$ cat src/rtl/prog_sqr_wav_pkg.sv
// Shared types and default sizing for the programmable square-wave generator.
package prog_sqr_wav_pkg;
   typedef enum logic [1:0] {ST_IDLE, ST_ON, ST_OFF} sqr_state_t;

   localparam int DEF_N        = 4;
   localparam int DEF_CH       = 4;
   localparam int DEF_PRESCALE = 5;
endpackage

$ cat src/rtl/sqr_wav_chan.sv
// One square-wave channel: IDLE/ON/OFF sequencer, interval counter,
// active and pending m/n registers, and the end-of-period pulse.
module sqr_wav_chan
   import prog_sqr_wav_pkg::*;
#(
   parameter int N = DEF_N
) (
   input  logic         clk,
   input  logic         reset_n,
   input  logic         tick,
   input  logic         en,
   input  logic         load,
   input  logic [N-1:0] m,
   input  logic [N-1:0] n,
   output logic         sqr,
   output logic         period_done
);

   sqr_state_t   state, state_nxt;
   logic [N-1:0] cnt, cnt_nxt;
   logic [N-1:0] m_act, m_act_nxt, n_act, n_act_nxt;
   logic [N-1:0] m_pend, n_pend, m_sel, n_sel;
   logic         pend_flag, flag_nxt;
   logic         m_last, n_last, boundary;

   // Zero lengths are guarded explicitly so the N-bit "minus one" never wraps.
   assign m_last   = (m_act != '0) && (cnt == m_act - N'(1));
   assign n_last   = (n_act == '0) || (cnt == n_act - N'(1));
   assign boundary = tick && (((state == ST_ON) && m_last && (n_act == '0)) ||
                              ((state == ST_OFF) && n_last));

   // m=n=0 re-evaluates pending values every tick but is not a real period.
   assign period_done = boundary && ((m_act != '0) || (n_act != '0));

   assign m_sel = pend_flag ? m_pend : m_act;
   assign n_sel = pend_flag ? n_pend : n_act;

   always_comb begin
      state_nxt = state;
      cnt_nxt   = cnt;
      m_act_nxt = m_act;
      n_act_nxt = n_act;
      flag_nxt  = pend_flag;
      if (!en) begin
         state_nxt = ST_IDLE;
         cnt_nxt   = '0;
      end else if (state == ST_IDLE) begin
         m_act_nxt = m_pend;
         n_act_nxt = n_pend;
         flag_nxt  = 1'b0;
         cnt_nxt   = '0;
         state_nxt = (m_pend != '0) ? ST_ON : ST_OFF;
      end else if (boundary) begin
         m_act_nxt = m_sel;
         n_act_nxt = n_sel;
         flag_nxt  = 1'b0;
         cnt_nxt   = '0;
         state_nxt = (m_sel != '0) ? ST_ON : ST_OFF;
      end else if (tick) begin
         if ((state == ST_ON) && m_last) begin
            cnt_nxt   = '0;
            state_nxt = ST_OFF;
         end else begin
            cnt_nxt = cnt + 1'b1;
         end
      end
      // A load coinciding with a boundary keeps the new values queued.
      if (load) flag_nxt = 1'b1;
   end

   always_ff @(posedge clk or negedge reset_n) begin
      if (!reset_n) begin
         state     <= ST_IDLE;
         cnt       <= '0;
         m_act     <= '0;
         n_act     <= '0;
         m_pend    <= '0;
         n_pend    <= '0;
         pend_flag <= 1'b0;
         sqr       <= 1'b0;
      end else begin
         state     <= state_nxt;
         cnt       <= cnt_nxt;
         m_act     <= m_act_nxt;
         n_act     <= n_act_nxt;
         pend_flag <= flag_nxt;
         sqr       <= (state_nxt == ST_ON);
         if (load) begin
            m_pend <= m;
            n_pend <= n;
         end
      end
   end

endmodule

$ cat src/rtl/multi_ch_sqr_wav_gen.sv
// Multi-channel square-wave generator: shared tick prescaler feeding CH
// independent channels that all capture m/n on the common load strobe.
module multi_ch_sqr_wav_gen
   import prog_sqr_wav_pkg::*;
#(
   parameter int N        = DEF_N,
   parameter int CH       = DEF_CH,
   parameter int PRESCALE = DEF_PRESCALE
) (
   input  logic            clk,
   input  logic            reset_n,
   input  logic [CH-1:0]   en_i,
   input  logic            load_i,
   input  logic [CH*N-1:0] m_i,
   input  logic [CH*N-1:0] n_i,
   output logic [CH-1:0]   sqr_wav_o,
   output logic [CH-1:0]   period_done_o
);

   localparam int            PW       = (PRESCALE > 1) ? $clog2(PRESCALE) : 1;
   localparam logic [PW-1:0] PRE_LAST = PW'(PRESCALE - 1);

   logic [PW-1:0] pre_cnt;
   logic          tick;

   // With PRESCALE=1 the counter sits at zero and every clock is a tick.
   assign tick = (pre_cnt == PRE_LAST);

   always_ff @(posedge clk or negedge reset_n) begin
      if (!reset_n)  pre_cnt <= '0;
      else if (tick) pre_cnt <= '0;
      else           pre_cnt <= pre_cnt + 1'b1;
   end

   for (genvar k = 0; k < CH; k++) begin : g_chan
      sqr_wav_chan #(.N(N)) u_chan (
         .clk         (clk),
         .reset_n     (reset_n),
         .tick        (tick),
         .en          (en_i[k]),
         .load        (load_i),
         .m           (m_i[k*N +: N]),
         .n           (n_i[k*N +: N]),
         .sqr         (sqr_wav_o[k]),
         .period_done (period_done_o[k])
      );
   end

endmodule

$ cat config.mk
export PLATFORM = sky130hd
export DESIGN_NAME = multi_ch_sqr_wav_gen
export DESIGN_NICKNAME = d
export VERILOG_FILES = /design/src/rtl/prog_sqr_wav_pkg.sv /design/src/rtl/sqr_wav_chan.sv /design/src/rtl/multi_ch_sqr_wav_gen.sv
export SDC_FILE = /design/constraint.sdc
export NUM_CORES = 1
export LEC_CHECK = 0
export BUFFER_PORTS_ARGS = -buffer_cell sky130_fd_sc_hd__clkbuf_2
export CAP_MARGIN = 20
export CORE_UTILIZATION = 60
export CTS_CLUSTER_SIZE = 16
export DETAILED_ROUTE_END_ITERATION = 10
export PLACE_DENSITY = 0.92
export SYNTH_ARGS = -nofsm -noshare
export SYNTH_HDL_FRONTEND = slang
export SYNTH_SLANG_ARGS = --single-unit
$ cat constraint.sdc
create_clock -name clk -period 3.05 [get_ports clk]
set_input_delay 0.305 -clock clk [delete_from_list [all_inputs] [get_ports clk]]
set_output_delay 0.305 -clock clk [all_outputs]
set_load 0.01 [all_outputs]
==> run_summary.xml, run 1 <==
<?xml version="1.0" encoding="UTF-8"?>
<metrics>
  <group name="run_status">
    <metric name="outcome" unit="">finished with violations</metric>
    <metric name="failed_checks" unit="">hold timing</metric>
  </group>
  <group name="sta">
    <metric name="period_share" unit="">0.972</metric>
    <metric name="final.setup_skew" unit="ps">12.8</metric>
    <metric name="period_minus_slack" unit="ps">2960</metric>
    <metric name="finalHoldViolations" unit="">23</metric>
    <metric name="worst-slew-pin-transition" unit="ps">943</metric>
    <metric name="max_freq" unit="MHz">337</metric>
    <metric name="slew-limit-headroom" unit="">0.371</metric>
    <metric name="slew_violations" unit="">0</metric>
    <metric name="timing.final.setup_violations" unit="">0</metric>
    <metric name="whs" unit="ps">-19.8</metric>
  </group>
  <group name="yosys">
    <metric name="ys_seq_elements" unit="">99</metric>
    <metric name="syn_avg_cell_area" unit="µm²">11.5</metric>
    <metric name="ys_types" unit="">61</metric>
    <metric name="seq_area_frac_synth" unit="">0.468</metric>
    <metric name="syn_inst" unit="">460</metric>
    <metric name="syn-cell-area" unit="mm²">0.00530</metric>
    <metric name="postSynth.topFlopCell" unit="">sky130_fd_sc_hd__dfrtp_1</metric>
    <metric name="yosysTopAreaCellShare" unit="">0.468</metric>
    <metric name="edff_count_synth" unit="">0</metric>
    <metric name="ys_warn_count" unit="">0</metric>
    <metric name="synth_area_leaders" unit="">sky130_fd_sc_hd__dfrtp_1 47%, sky130_fd_sc_hd__mux2_2 8.9%, sky130_fd_sc_hd__xnor2_1 5.8%, sky130_fd_sc_hd__ha_1 4.3%, sky130_fd_sc_hd__mux2_1 3.2%</metric>
    <metric name="mappedNetlistNets" unit="">517</metric>
    <metric name="synth_top_cell_by_area" unit="">sky130_fd_sc_hd__dfrtp_1</metric>
    <metric name="ys_async_sr_fraction" unit="">1.00</metric>
  </group>
  <group name="global_route">
    <metric name="met2_usage" unit="">0.455</metric>
    <metric name="grt-ovfl-total" unit="">0</metric>
    <metric name="grt_max_degree" unit="">58</metric>
    <metric name="antenna_found_initial" unit="">0</metric>
    <metric name="routing_layer_with_the_top_usage_in_global_route" unit="">met2</metric>
    <metric name="met1_usage" unit="">0.321</metric>
    <metric name="track_usage" unit="">0.261</metric>
    <metric name="global_route.usage.met3" unit="">0.0537</metric>
    <metric name="grt_pass1_wl" unit="µm">18200</metric>
    <metric name="first_global_vias" unit="">3888</metric>
  </group>
  <group name="clocking">
    <metric name="h-tree-depth" unit="">3</metric>
    <metric name="clock_latency_late_sink" unit="ps">370</metric>
    <metric name="clock_sinks" unit="">99</metric>
    <metric name="cts_root_buf" unit="">sky130_fd_sc_hd__clkbuf_8</metric>
    <metric name="quantity_of_hold_fixing_buffers_added_after_cts" unit="">0</metric>
    <metric name="clkSlewWorstSetupHoldPaths" unit="ps">100</metric>
    <metric name="clk_path_buf_depth" unit="">2</metric>
    <metric name="numCtsBuffers" unit="">9</metric>
    <metric name="cts_tree" unit="">done</metric>
  </group>
  <group name="die">
    <metric name="io_pins" unit="">47</metric>
    <metric name="initial_utilization" unit="">0.632</metric>
    <metric name="die_w" unit="µm">96.0</metric>
    <metric name="core.rowCount" unit="">33</metric>
    <metric name="die_area" unit="mm²">0.00921</metric>
    <metric name="core-area" unit="mm²">0.00838</metric>
    <metric name="die_height" unit="µm">96.0</metric>
  </group>
  <group name="power_and_ir_drop">
    <metric name="vdd.ir_drop.worst" unit="mV">0.365</metric>
    <metric name="power.static_leakage" unit="nW">2.67</metric>
    <metric name="sum_of_internal_switching_and_leakage_power" unit="mW">3.83</metric>
    <metric name="power.density" unit="mW/mm²">652</metric>
  </group>
  <group name="route">
    <metric name="dr_total_vias" unit="">3792</metric>
    <metric name="drt_iter0_drc" unit="">200</metric>
    <metric name="first_pass_iteration_count_of_the_detailed_router" unit="">4</metric>
    <metric name="route.final.wire_length" unit="µm">10800</metric>
    <metric name="wire_per_inst" unit="µm">17.4</metric>
    <metric name="drtAntennaViolNets" unit="">0</metric>
    <metric name="drc" unit="">0</metric>
    <metric name="drt-vias-per-instance" unit="">6.12</metric>
  </group>
  <group name="placement">
    <metric name="dpl-instance-area" unit="mm²">0.00561</metric>
    <metric name="gp_routability_congestion" unit="">0.948</metric>
    <metric name="buffer_ports.inserted" unit="">46</metric>
    <metric name="hpwlAfterDp" unit="µm">7640</metric>
  </group>
  <group name="final_layout">
    <metric name="finish.utilization" unit="">0.700</metric>
    <metric name="area.sequential" unit="mm²">0.00248</metric>
    <metric name="multiInputGateArea" unit="mm²">0.00266</metric>
    <metric name="antenna_cells" unit="">0</metric>
    <metric name="finish.net_count" unit="">568</metric>
    <metric name="area_delta_synth_final" unit="%">10.8</metric>
    <metric name="fillCellCount" unit="">577</metric>
    <metric name="layout_commonest_cell" unit="">sky130_fd_sc_hd__dfrtp_1</metric>
    <metric name="final_layout_size_suffix_gt1_frac" unit="">0.266</metric>
    <metric name="final_area" unit="mm²">0.00587</metric>
    <metric name="highest_count_cells_in_the_layout_ignoring_fill_and_taps" unit="">99 x sky130_fd_sc_hd__dfrtp_1, 45 x sky130_fd_sc_hd__clkbuf_2, 42 x sky130_fd_sc_hd__mux2_2</metric>
  </group>
  <group name="hold_path">
    <metric name="min_path_type" unit="">in2async</metric>
  </group>
  <group name="worst_setup_path">
    <metric name="critical_path.cell_chain" unit="">inv_1 -&gt; ha_2 -&gt; nand2_2 -&gt; or4_1 -&gt; nor4_4 -&gt; o21ai_2 -&gt; a21oi_2 -&gt; clkbuf_2</metric>
    <metric name="cp_max_fo" unit="">8</metric>
    <metric name="critPathCaptureType" unit="">primary output</metric>
    <metric name="slowest_cell_delay_on_critical_path" unit="ps">550</metric>
    <metric name="top_family_by_delay_on_critical_path" unit="">simple AND/OR/NAND/NOR gates</metric>
    <metric name="worst_ep_required_time" unit="ps">2740</metric>
    <metric name="crit_arrival" unit="ps">2660</metric>
    <metric name="worst_path_max_delay_cell" unit="">sky130_fd_sc_hd__or4_1</metric>
    <metric name="setup.worst_path.start_class" unit="">register</metric>
    <metric name="critical_path_buf_inv_count" unit="">2</metric>
    <metric name="critical_path_class" unit="">reg2out</metric>
  </group>
  <group name="run">
    <metric name="cap_viol_max_count" unit="">0</metric>
  </group>
</metrics>
==> cell families after synthesis <==
group                      Yosys count  share of synthesized area
and+or+nand+nor                    110                      0.120
DFF                                 99                      0.468
AOI/OAI and AO/OA                   70                     0.0937
muxes                               67                      0.148
xor gates and xnor gates            55                     0.0937
buffers and inverters               41                     0.0347
adders and majority gates           18                     0.0425
==> through the flow <==
stage,setup slack [ps],instances,TNS (ps)
after floorplan,443,460,0
after global placement,376,600,0
after detailed placement,161,600,0
after CTS,-22.5,616,-22.5
after global routing,-35.1,620,-42.8
final,86.7,620,0
==> repair_timing <==
item | in CTS | in global routing
setup buffers | 1 | 4
pin swaps | 0 | 2
setup endpoints to repair | 2 | 4
gates resized for setup | 1 | 5
==> state kept, by name, indices dropped and copies added, names as in the netlist <==
register                 count
g_chan.u_chan.n_act         16
g_chan.u_chan.m_pend        16
g_chan.u_chan.m_act         16
g_chan.u_chan.pend_flag      4
g_chan.u_chan.cnt           16
g_chan.u_chan.n_pend        16
pre_cnt                      3
g_chan.u_chan.state          8
g_chan.u_chan.sqr            4
==> cells in the mapped netlist, types with 6 or more instances <==
library cell	count
sky130_fd_sc_hd__xnor2_1	35
sky130_fd_sc_hd__mux2_4	8
sky130_fd_sc_hd__dfrtp_1	99
sky130_fd_sc_hd__a21oi_1	13
sky130_fd_sc_hd__and2_1	6
sky130_fd_sc_hd__a21o_1	7
sky130_fd_sc_hd__nand2_1	19
sky130_fd_sc_hd__clkbuf_1	7
sky130_fd_sc_hd__nand2b_1	6
sky130_fd_sc_hd__mux2_2	42
sky130_fd_sc_hd__mux2_1	15
sky130_fd_sc_hd__xor2_1	19
sky130_fd_sc_hd__buf_4	8
sky130_fd_sc_hd__o21ai_0	11
sky130_fd_sc_hd__nor2_1	17
sky130_fd_sc_hd__nor3b_1	10
sky130_fd_sc_hd__ha_1	18
sky130_fd_sc_hd__nor3_1	13
sky130_fd_sc_hd__inv_1	24
sky130_fd_sc_hd__nor4_1	8
==> cell type report <==
type / instances / area share
clock buffers: 10 / 0.0234
inverters: 24 / 0.0153
multi-input cells: 320 / 0.454
clock inverters: 5 / 0.00917
flip-flops and latches: 99 / 0.422
well taps: 105 / 0.0224
repair buffers: 57 / 0.0537
==> where the power goes <==
| group | internal, mW | switching [mW] | total (mW) |
|---|---|---|---|
| logic | 0.640 | 0.563 | 1.20 |
| clock network | 0.395 | 0.447 | 0.841 |
| registers | 1.54 | 0.247 | 1.78 |
==> final timing paths <==
check / startpoint / slack [ps] / cells after the start / end
hold reg to reg: pre_cnt[0] / 470 / 1 / pre_cnt[0]
setup / recovery: pre_cnt[0] / 90 / 8 / period_done_o[1]
setup reg to reg: pre_cnt[0] / 250 / 8 / g_chan[3].u_chan.n_act[1]
max in group asynchronous: reset_n / 2290 / 2 / g_chan[2].u_chan.state[1]
hold / removal: reset_n / -20 / 1 / g_chan[0].u_chan.n_act[1]
min in group clk: m_i[8] / 160 / 2 / g_chan[2].u_chan.m_pend[0]
==> layer usage <==
layer | vias up | wire length, µm
met1 | 1891 | 4420
met5 | - | 0
li1 | 1737 | -
met3 | 31 | 557
met2 | 133 | 5560
met4 | 0 | 250
No activity file was read; power rests on OpenSTA's default activity.
==> inputs of run 2 (changes only) <==
--- a/config.mk
+++ b/config.mk
@@ -10,6 +10,7 @@
 export CORE_UTILIZATION = 60
 export CTS_CLUSTER_SIZE = 16
 export DETAILED_ROUTE_END_ITERATION = 10
+export HOLD_SLACK_MARGIN = 0.02
 export PLACE_DENSITY = 0.92
 export SYNTH_ARGS = -nofsm -noshare
 export SYNTH_HDL_FRONTEND = slang
==> run_summary.xml, run 2 (synthesis results as in run 1) <==
<?xml version="1.0" encoding="UTF-8"?>
<metrics>
  <group name="global_route">
    <metric name="grt_max_degree" unit="">58</metric>
    <metric name="track_usage" unit="">0.261</metric>
    <metric name="first_global_vias" unit="">3888</metric>
    <metric name="grt-ovfl-total" unit="">0</metric>
    <metric name="grt_pass1_wl" unit="µm">18200</metric>
    <metric name="antenna_found_initial" unit="">0</metric>
  </group>
  <group name="sta">
    <metric name="whs" unit="ps">165</metric>
    <metric name="max_freq" unit="MHz">338</metric>
    <metric name="slew-limit-headroom" unit="">0.373</metric>
    <metric name="worst-slew-pin-transition" unit="ps">940</metric>
    <metric name="period_minus_slack" unit="ps">2960</metric>
    <metric name="timing.final.setup_violations" unit="">0</metric>
    <metric name="timing.final.ws_setup" unit="ps">89.9</metric>
    <metric name="final.setup.tns" unit="ps">0</metric>
    <metric name="slew_violations" unit="">0</metric>
    <metric name="finalHoldViolations" unit="">0</metric>
    <metric name="final.setup_skew" unit="ps">13.2</metric>
    <metric name="period_share" unit="">0.971</metric>
  </group>
  <group name="route">
    <metric name="first_pass_iteration_count_of_the_detailed_router" unit="">4</metric>
    <metric name="drt_iter0_drc" unit="">220</metric>
    <metric name="drt-vias-per-instance" unit="">6.07</metric>
    <metric name="drtAntennaViolNets" unit="">0</metric>
    <metric name="drc" unit="">0</metric>
    <metric name="dr_total_vias" unit="">3767</metric>
    <metric name="route.final.wire_length" unit="µm">10800</metric>
    <metric name="wire_per_inst" unit="µm">17.4</metric>
  </group>
  <group name="worst_setup_path">
    <metric name="critical_path_buf_inv_count" unit="">2</metric>
    <metric name="critical_path_class" unit="">reg2out</metric>
    <metric name="worst_ep_required_time" unit="ps">2740</metric>
    <metric name="setup.worst_path.start_class" unit="">register</metric>
    <metric name="cp_max_fo" unit="">8</metric>
    <metric name="crit_cells" unit="">8</metric>
    <metric name="critical_path.cell_chain" unit="">inv_1 -&gt; ha_2 -&gt; nand2_2 -&gt; or4_1 -&gt; nor4_4 -&gt; o21ai_2 -&gt; a21oi_2 -&gt; clkbuf_2</metric>
    <metric name="critPathCaptureType" unit="">primary output</metric>
    <metric name="crit_arrival" unit="ps">2660</metric>
    <metric name="worst_path_max_delay_cell" unit="">sky130_fd_sc_hd__or4_1</metric>
    <metric name="timing.reg2reg.worst_path_depth" unit="">8</metric>
    <metric name="top_family_by_delay_on_critical_path" unit="">simple AND/OR/NAND/NOR gates</metric>
    <metric name="slowest_cell_delay_on_critical_path" unit="ps">550</metric>
  </group>
  <group name="run_status">
    <metric name="outcome" unit="">completed</metric>
  </group>
  <group name="clocking">
    <metric name="clk_path_buf_depth" unit="">2</metric>
    <metric name="clkSlewWorstSetupHoldPaths" unit="ps">100</metric>
    <metric name="cts_tree" unit="">done</metric>
    <metric name="h-tree-depth" unit="">3</metric>
    <metric name="cts_root_buf" unit="">sky130_fd_sc_hd__clkbuf_8</metric>
    <metric name="numCtsBuffers" unit="">9</metric>
    <metric name="clock_sinks" unit="">99</metric>
    <metric name="clock_latency_late_sink" unit="ps">370</metric>
  </group>
  <group name="die">
    <metric name="die_height" unit="µm">96.0</metric>
    <metric name="core-area" unit="mm²">0.00838</metric>
    <metric name="io_pins" unit="">47</metric>
    <metric name="initial_utilization" unit="">0.632</metric>
    <metric name="die_area" unit="mm²">0.00921</metric>
    <metric name="core.rowCount" unit="">33</metric>
    <metric name="die_w" unit="µm">96.0</metric>
  </group>
  <group name="placement">
    <metric name="dpl-instance-area" unit="mm²">0.00561</metric>
    <metric name="gp_routability_congestion" unit="">0.948</metric>
    <metric name="hpwlAfterDp" unit="µm">7640</metric>
    <metric name="dp_worst_setup_slack" unit="ps">161</metric>
    <metric name="buffer_ports.inserted" unit="">46</metric>
  </group>
  <group name="power_and_ir_drop">
    <metric name="vdd.ir_drop.worst" unit="mV">0.365</metric>
    <metric name="sum_of_internal_switching_and_leakage_power" unit="mW">3.83</metric>
    <metric name="power.density" unit="mW/mm²">651</metric>
    <metric name="power.static_leakage" unit="nW">2.67</metric>
  </group>
  <group name="final_layout">
    <metric name="highest_count_cells_in_the_layout_ignoring_fill_and_taps" unit="">99 x sky130_fd_sc_hd__dfrtp_1, 45 x sky130_fd_sc_hd__clkbuf_2, 42 x sky130_fd_sc_hd__mux2_2</metric>
    <metric name="antenna_cells" unit="">0</metric>
    <metric name="layout_commonest_cell" unit="">sky130_fd_sc_hd__dfrtp_1</metric>
    <metric name="final_layout_size_suffix_gt1_frac" unit="">0.266</metric>
    <metric name="area_delta_synth_final" unit="%">11.0</metric>
    <metric name="final_area" unit="mm²">0.00588</metric>
    <metric name="finish.net_count" unit="">569</metric>
  </group>
  <group name="hold_path">
    <metric name="timing.hold.worst_path_depth" unit="">2</metric>
    <metric name="min_path_type" unit="">in2reg</metric>
  </group>
  <group name="run">
    <metric name="cap_viol_max_count" unit="">0</metric>
  </group>
</metrics>
-- run 2: path summary, 6_finish.rpt --
path,startpoint,slack [ps],end
max,pre_cnt[0],90,period_done_o[1]
min,m_i[8],160,g_chan[2].u_chan.m_pend[0]
max reg2reg,pre_cnt[0],250,g_chan[3].u_chan.n_act[1]
min reg2reg,pre_cnt[0],470,pre_cnt[0]
max in group asynchronous,reset_n,1740,g_chan[2].u_chan.state[1]
min in group asynchronous,reset_n,530,g_chan[0].u_chan.n_act[1]
-- run 2: repair_timing --
item / 4_1_cts / 5_1_grt
resized for setup: 1 / 5
pin swaps: 0 / 2
buffers inserted: 1 / 4
setup endpoints to repair: 2 / 4
cloned: 0 / 0
hold buffers: 1 / 0
endpoints found under the hold margin: 13 / 0
-- run 2: through the flow --
step           std cells  utilization
6_report             621        0.701
5_1_grt              621        0.701
4_1_cts              617        0.695
3_5_place_dp         600        0.670
3_3_place_gp         600        0.670
2_1_floorplan        460            -
-- run 2: cell type report --
class / count / area [µm²]
Clock buffer: 10 / 138
Clock inverter: 5 / 53.8
Fill cell: 576 / 2500
Inverter: 24 / 90.1
Multi-Input combinational cell: 320 / 2660
Sequential cell: 99 / 2480
Tap cell: 105 / 131
Timing Repair Buffer: 58 / 325
-- run 2: routing by layer --
metal,track usage,share of wire
met1,0.321,0.41
met2,0.455,0.52
met3,0.0537,0.053
met4,0.0896,0.022
met5,0,0
-- run 2: report_power, final --
part	switching, mW	internal, mW
registers	0.248	1.54
logic	0.564	0.641
clock network	0.444	0.395
total	1.26	2.57
